$ cat config.mk
export PLATFORM = sky130hd
export DESIGN_NAME = stage_c_fetch_data
export DESIGN_NICKNAME = d
export VERILOG_FILES = /design/src/rtl/stage_c_fetch_data.sv
export SDC_FILE = /design/constraint.sdc
export NUM_CORES = 1
export LEC_CHECK = 0
export ABC_AREA = 1
export CORE_MARGIN = 5
export CORE_UTILIZATION = 40
export CTS_BUF_LIST = sky130_fd_sc_hd__clkbuf_16
export DETAILED_ROUTE_END_ITERATION = 10
export GPL_TIMING_DRIVEN = 0
export PLACE_DENSITY = 0.77
export SLEW_MARGIN = 30
export SYNTH_ARGS = -nofsm -noshare
export SYNTH_HDL_FRONTEND = slang
export SYNTH_SLANG_ARGS = --single-unit
$ cat constraint.sdc
create_clock -name clk -period 1.7 [get_ports clk]
set_clock_uncertainty 0.2 [all_clocks]
set_input_delay 0.34 -clock clk [delete_from_list [all_inputs] [get_ports clk]]
set_output_delay 0.34 -clock clk [all_outputs]
set_load 0.05 [all_outputs]
$ cat src/rtl/stage_c_fetch_data.sv
// Fetch-data stage: captures an operation/pointer from decode, reads the data cell
// when the operation needs it, forwards same-address write-back data, and hands off to execute.
module stage_c_fetch_data #(
  parameter int                     A_WIDTH   = 12,
  parameter int                     D_WIDTH   = 8,
  parameter int                     OP_WIDTH  = 8,
  parameter logic [OP_WIDTH-1:0]    READ_MASK = 8'b0011_1100
) (
  input  logic                clk,
  input  logic                reset,
  input  logic [OP_WIDTH-1:0] operation_in,
  input  logic [A_WIDTH-1:0]  dp_in,
  input  logic                drdy_in,
  output logic                ack,
  output logic                dce,
  output logic [A_WIDTH-1:0]  da,
  input  logic [D_WIDTH-1:0]  dd,
  input  logic                wb_we,
  input  logic [A_WIDTH-1:0]  wb_addr,
  input  logic [D_WIDTH-1:0]  wb_data,
  output logic [OP_WIDTH-1:0] operation,
  output logic [A_WIDTH-1:0]  dp,
  output logic [D_WIDTH-1:0]  data,
  output logic                drdy,
  input  logic                ack_in
);

  typedef enum logic [1:0] {IDLE, READ, WAIT, HOLD} state_t;

  state_t             state;
  logic               fwd_valid;
  logic [D_WIDTH-1:0] fwd_data;
  logic               is_read;
  logic               wb_hit;

  assign is_read = |(operation_in & READ_MASK);
  // dp holds the captured pointer for the whole item, so it doubles as the compare address
  assign wb_hit  = wb_we && (wb_addr == dp);

  always_ff @(posedge clk) begin
    if (reset) begin
      state     <= IDLE;
      ack       <= 1'b0;
      dce       <= 1'b0;
      da        <= '0;
      drdy      <= 1'b0;
      operation <= '0;
      dp        <= '0;
      data      <= '0;
      fwd_valid <= 1'b0;
      fwd_data  <= '0;
    end else begin
      ack <= 1'b0;
      case (state)
        IDLE: begin
          if (drdy_in) begin
            operation <= operation_in;
            dp        <= dp_in;
            ack       <= 1'b1;
            fwd_valid <= 1'b0;
            if (is_read) begin
              dce   <= 1'b1;
              da    <= dp_in;
              state <= READ;
            end else begin
              data  <= '0;
              drdy  <= 1'b1;
              state <= HOLD;
            end
          end
        end
        READ: begin
          dce <= 1'b0;
          da  <= '0;
          if (wb_hit) begin
            fwd_valid <= 1'b1;
            fwd_data  <= wb_data;
          end
          state <= WAIT;
        end
        WAIT: begin
          // A write landing in this very cycle is newer than anything stored
          if (wb_hit)         data <= wb_data;
          else if (fwd_valid) data <= fwd_data;
          else                data <= dd;
          drdy  <= 1'b1;
          state <= HOLD;
        end
        HOLD: begin
          if (ack_in) begin
            drdy      <= 1'b0;
            fwd_valid <= 1'b0;
            state     <= IDLE;
          end
        end
        default: state <= IDLE;
      endcase
    end
  end

endmodule
== After elaboration in Yosys (flattened, before gate mapping) ==
Index checks and enable logic that the tools add are counted.
Widths: inputs -> output; s select.
Word-level totals
  register bits: 54
  bits of input ports: 53
  output and inout port bits: 43
  logic and storage cells: 58
Cells by class
  eq/ne operators: 9
  muxes and demuxes: 23
  bitwise logic cells: 1
  reductions and logical operators: 15
Operators by type and width (count)
  $mux 8: 4
  $mux 12: 2
  $pmux 12 s2: 1
  $pmux 8 s2: 1
  $eq 12x12->1: 1
  $ne 2x2->1 const B: 5
  $mux 1: 8
  $pmux 2 s4: 1
  $reduce_and 4->1: 2
  $mux 2: 3
  $pmux 1 s3: 2
  $reduce_and 2->1: 3
  $reduce_and 3->1: 2
  $reduce_bool 3->1: 2
  $eq 2x2->1 const B: 2
  $reduce_bool 2->1: 2
  $reduce_or 4->1: 1
  $eq 2x1->1 const B: 1
  $logic_not 2->1: 1
  $pmux 1 s2: 1
  $reduce_or 2->1: 1
  $logic_and 1x1->1: 1
  $not 1->1: 1

== Depth between registers and ports, before layout ==
  depth in word-level cells: 4
  gate-level depth with buffers: 12

== Least setup slack after synthesis ==
No wires, ideal clock.
  path type: register to register
  start point: reg dp[1]
  end point: reg fwd_data[0]
  setup time: 128 ps
  arrival time: 1622 ps
  data required time: 1372 ps
  slack: -250 ps
  stages on the path, launching flop included: 11
  path through: dfxtp_1 inv_1 or2_2 nand3_1 nor2_4 nand2_4 clkinv_2 nand2_4 nand2_1 nand2_1 nor2_1
Between the ends
  cells in the longest elaborated chain, start to end: 3
RTL lines
  start: declaration: line 22  | output logic [A_WIDTH-1:0] dp,
  start signal: assignment: line 58  | dp <= dp_in;
  $eq 12x12->1: line 38  | assign wb_hit = wb_we && (wb_addr == dp);
  $logic_and 1x1->1: line 38
  $reduce_and 2->1 (no source line)
  end signal: assignment: line 77  | fwd_data <= wb_data;
  end: declaration: line 32  | logic [D_WIDTH-1:0] fwd_data;
Every way passes these cells.
A chain may end at the register's enable or synchronous reset.

== Worst setup path after layout ==
  start point: reg state[1]
  end point: reg data[4]
Between the ends
  cells in the longest elaborated chain, start to end: 3
  elaborated cells on any way between the ends: 7
  those cells by class: 3 x eq/ne; 1 x mux; 3 x reduce/logical
RTL lines
  start: declaration: line 30  | state_t state;
  start signal: assignment: line 42  | state <= IDLE;
  start signal: assignment: line 64  | state <= READ;
  start signal: assignment: line 68  | state <= HOLD;
  $eq 2x2->1 / $logic_not 2->1 (equally long branches): line 54  | case (state)
  $reduce_bool 2->1 (no source line) / $ne 2x2->1 (equally long branches)
  $reduce_and 3->1 (no source line)
  end signal: assignment: line 83  | if (wb_hit) data <= wb_data;
  end signal: assignment: line 84  | else if (fwd_valid) data <= fwd_data;
  end: declaration: line 23  | output logic [D_WIDTH-1:0] data,
Several ways; a longest one is shown, not always the timed one.

==> flow_metrics.tcl <==
set metrics [dict create \
    power_dens_cells_mw_per_mm2 1480 \
    postRouteWirelength_um 8210 \
    vdd.ir_drop.worst_mv 1.22 \
    timing.final.hold_violations 0 \
    power_switching_share_pct 46.3 \
    number_of_buffers_inserted_during_clock_tree_synthesis 5 \
    worst_ep_required_time_ns 1.72 \
    final_report_setup_violation_count 0 \
    yosysTopAreaCellShare_pct 43.1 \
    global_placer_s_final_weighted_congestion 0.850 \
    area_growth_syn_to_layout_pct 61.1 \
    seq_total_area_yosys_pct 43.1 \
    num_io_pins 96 \
    yosys.area.top_type "sky130_fd_sc_hd__dfxtp_1" \
    netlist_top_cells_area "sky130_fd_sc_hd__dfxtp_1 (43%), sky130_fd_sc_hd__nand2_1 (14%), sky130_fd_sc_hd__a21oi_1 (7.4%)" \
    rsz0062_at_grt "yes" \
    floorplan.initialDensity_pct 41.9 \
    critical_path_peak_fanout 8 \
    setup-tns-final_ns 0 \
    drv_cap 0 \
    critical_path.reg2reg.endpoint "data[4]" \
    grt_pass1_vias 2579 \
    postSynthRegisterBits 54 \
    max_clock_freq_mhz 590 \
    seqPwrFrac_pct 30.2 \
    postPlaceCellArea_mm2 0.00361 \
    number_of_flops_mapped_to_enable_cells_by_yosys 0 \
    cts_tree "done" \
    syn_inst 368 \
    floorplan.die.height_um 89.2 \
    grt_max_degree 17 \
    post-synth-top-count-cell "sky130_fd_sc_hd__nand2_1" \
    antenna_found_initial 0 \
    critical-path-max-stage-delay_ns 0.39 \
    holdPathStages 3 \
    cellLeakagePower_nw 1.82 \
    post_layout_nonfiller_instances 559 \
    detail_route_antenna_nets 0 \
    fin_worst_hold_slack_ns 0.160 \
    critical_path_sink_type "register" \
    critical-path-slowest-cell "sky130_fd_sc_hd__dfxtp_2" \
    num_vias 2782 \
    grtUsageTotal_pct 19.9 \
    power.switching_mw 2.77 \
    clock_sinks 54 \
    hold_end "operation[3]" \
    drive_gt1_share_pct 26.4 \
    clk_network_pwr_share_pct 16.3 \
    worstMarginPinSlew_ns 0.661 \
    cts_max_level 2 \
    syn_area_per_cell_um2 6.81 \
    path_clk_slew_ns 0.07 \
    port_buffers 95 \
    p_int_mw 3.21 \
    outcome "finished clean" \
    worst_ep_arrival_ns 1.72 \
    hold_path.startpoint "operation_in[3]" \
    number_of_warning_messages_in_the_yosys_log 0 \
    final.min_clock_period_ns 1.69 \
    timing.max_slew.rel_slack_pct 55.9 \
    path_class "register to register" \
    grt_first_pass_wirelength_um 12400 \
    ctsLongestPathBuffers 2 \
    grt_overflow_total 0 \
    drv_slew 0 \
    worst_r2r_path_depth 8 \
    dominant_register_cell_in_the_synthesized_netlist "sky130_fd_sc_hd__dfxtp_1" \
    placedCellCount 538 \
    reg2reg_from "state[1]" \
    postSynthNetCount 425 \
    p_comb_share_pct 53.5 \
    crit_path_cell_trace "inv_4 > ha_4 > buf_6 > nand2_4 > and3_4 > buf_12 > nand3_2 > a21oi_2" \
    worst_hold_path_type "primary input to register" \
    final_net_count 540 \
    post_drt_via_cell_ratio 4.98 \
    dr.first_iter.drc_count 96 \
    unique_cell_type_count_in_the_yosys_netlist 25 \
    hold_buf_count_cts 0 \
    netlist_top_cells_count "sky130_fd_sc_hd__nand2_1 (96), sky130_fd_sc_hd__dfxtp_1 (54), sky130_fd_sc_hd__inv_1 (47)" \
    worst-r2r-setup-slack_ns 0.005 \
    antenna_cells_inserted 0 \
    async_reset_ff_share_pct 0 \
    cp-start-kind "register" \
    design.die.area_mm2 0.00795 \
    dp.final_hpwl_um 5860 \
    postLayoutCellArea_mm2 0.00404 \
    first_pass_iteration_count_of_the_detailed_router 4 \
    die_width_um 89.2 \
    syn-cell-area_mm2 0.00251 \
    layout_worst_path_cycle_share_pct 99.7 \
    clockRootBuffer "sky130_fd_sc_hd__clkbuf_16" \
    core_ar_mm2 0.00599 \
    worstSkewPairLatency_ns 0.29 \
    post-route-drc-count 0 \
    core_rows 28 \
    routed_wire_per_std_cell_um 14.7 \
]
[through the flow]
step	utilization, %	setup slack, ns	total power, mW
after floorplan	-	0.000743	3.70
after global placement	60.2	-0.563	4.57
after detailed placement	60.2	-0.607	4.63
after CTS	64.3	0.000253	5.73
after global routing	67.4	-0.0742	6.31
final	67.4	0.00512	5.99
[cell families (layout without fill, tap and decap cells)]
group           after synthesis  after routing  share of synthesized area (%)
buf+inv                      64            180                           9.93
simple gates                175            175                           30.4
flops                        54             54                           43.1
fa+ha+maj                     4              4                           2.00
compound gates               70             70                           14.2
xor+xnor                      1              1                          0.349
[worst max path at each step]
stage	start	end	slack, ns	cells past startpoint
floorplan	dp[1]	fwd_data[0]	0.0007	10
global placement	wb_addr[5]	fwd_data[6]	-0.56	12
detailed placement	wb_addr[5]	fwd_data[0]	-0.61	12
CTS	dp[0]	dp[0]	0.0003	1
global route	dp[7]	fwd_data[6]	-0.07	11
finish	state[1]	data[4]	0.005	8
[critical path: cells and delay by family (launching register included)]
kind            cells  cell delay (ns)
compound gates      1             0.12
fa+ha+maj           1             0.19
buf+inv             3             0.33
flops               1             0.39
simple gates        3             0.38
[final cells by class]
type,count,area (µm²)
Clock buffer,5,125
Inverter,50,209
Clock inverter,3,13.8
Tap cell,75,93.8
Buffer,13,87.6
Multi-Input combinational cell,250,1400
Sequential cell,54,1130
Fill cell,482,1950
Timing Repair Buffer,109,977
[what timing repair did]
action / 4_1_cts / 5_1_grt
pin swaps: 21 / 32
endpoints found under the setup margin: 82 / 71
buffers inserted: 6 / 7
gates resized for setup: 106 / 105
cloned: 1 / 0
[power by group through the flow]
stage	Clock, mW	Combinational (mW)	Sequential, mW
global placement	0	2.78	1.78
CTS	0.981	2.97	1.78
floorplan	0	1.01	2.69
global route	1.05	3.41	1.85
detailed placement	0	2.84	1.79
finish	0.977	3.20	1.81
[registers in the layout, indices dropped and copies added (netlist names)]
name	count
da	12
dp	12
data	8
fwd_data	8
operation	8
state	2
ack	1
dce	1
drdy	1
fwd_valid	1
[cells in the final DEF, fill, tap and decap left out, types with 12 or more instances in the layout]
cell type | synthesis | final
sky130_fd_sc_hd__clkdlybuf4s15_1 | 0 | 19
sky130_fd_sc_hd__clkbuf_2 | 0 | 24
sky130_fd_sc_hd__dfxtp_4 | 0 | 13
sky130_fd_sc_hd__dlygate4sd2_1 | 0 | 14
sky130_fd_sc_hd__a21oi_1 | 37 | 29
sky130_fd_sc_hd__nand2_1 | 96 | 80
sky130_fd_sc_hd__inv_1 | 47 | 42
sky130_fd_sc_hd__clkdlybuf4s50_1 | 0 | 34
sky130_fd_sc_hd__nand3_1 | 31 | 22
sky130_fd_sc_hd__dfxtp_1 | 54 | 40
sky130_fd_sc_hd__buf_4 | 1 | 12
sky130_fd_sc_hd__nor2_1 | 35 | 31
sky130_fd_sc_hd__nand2_2 | 1 | 12
sky130_fd_sc_hd__o21ai_0 | 31 | 30
[routing by layer]
metal,part of all wire [%],GRT usage [%]
met5,0,0
met4,2.0,5.41
met3,4.5,2.76
met2,50,34.1
met1,43,26.3
Note: power is estimated with default switching activity, not from simulation.
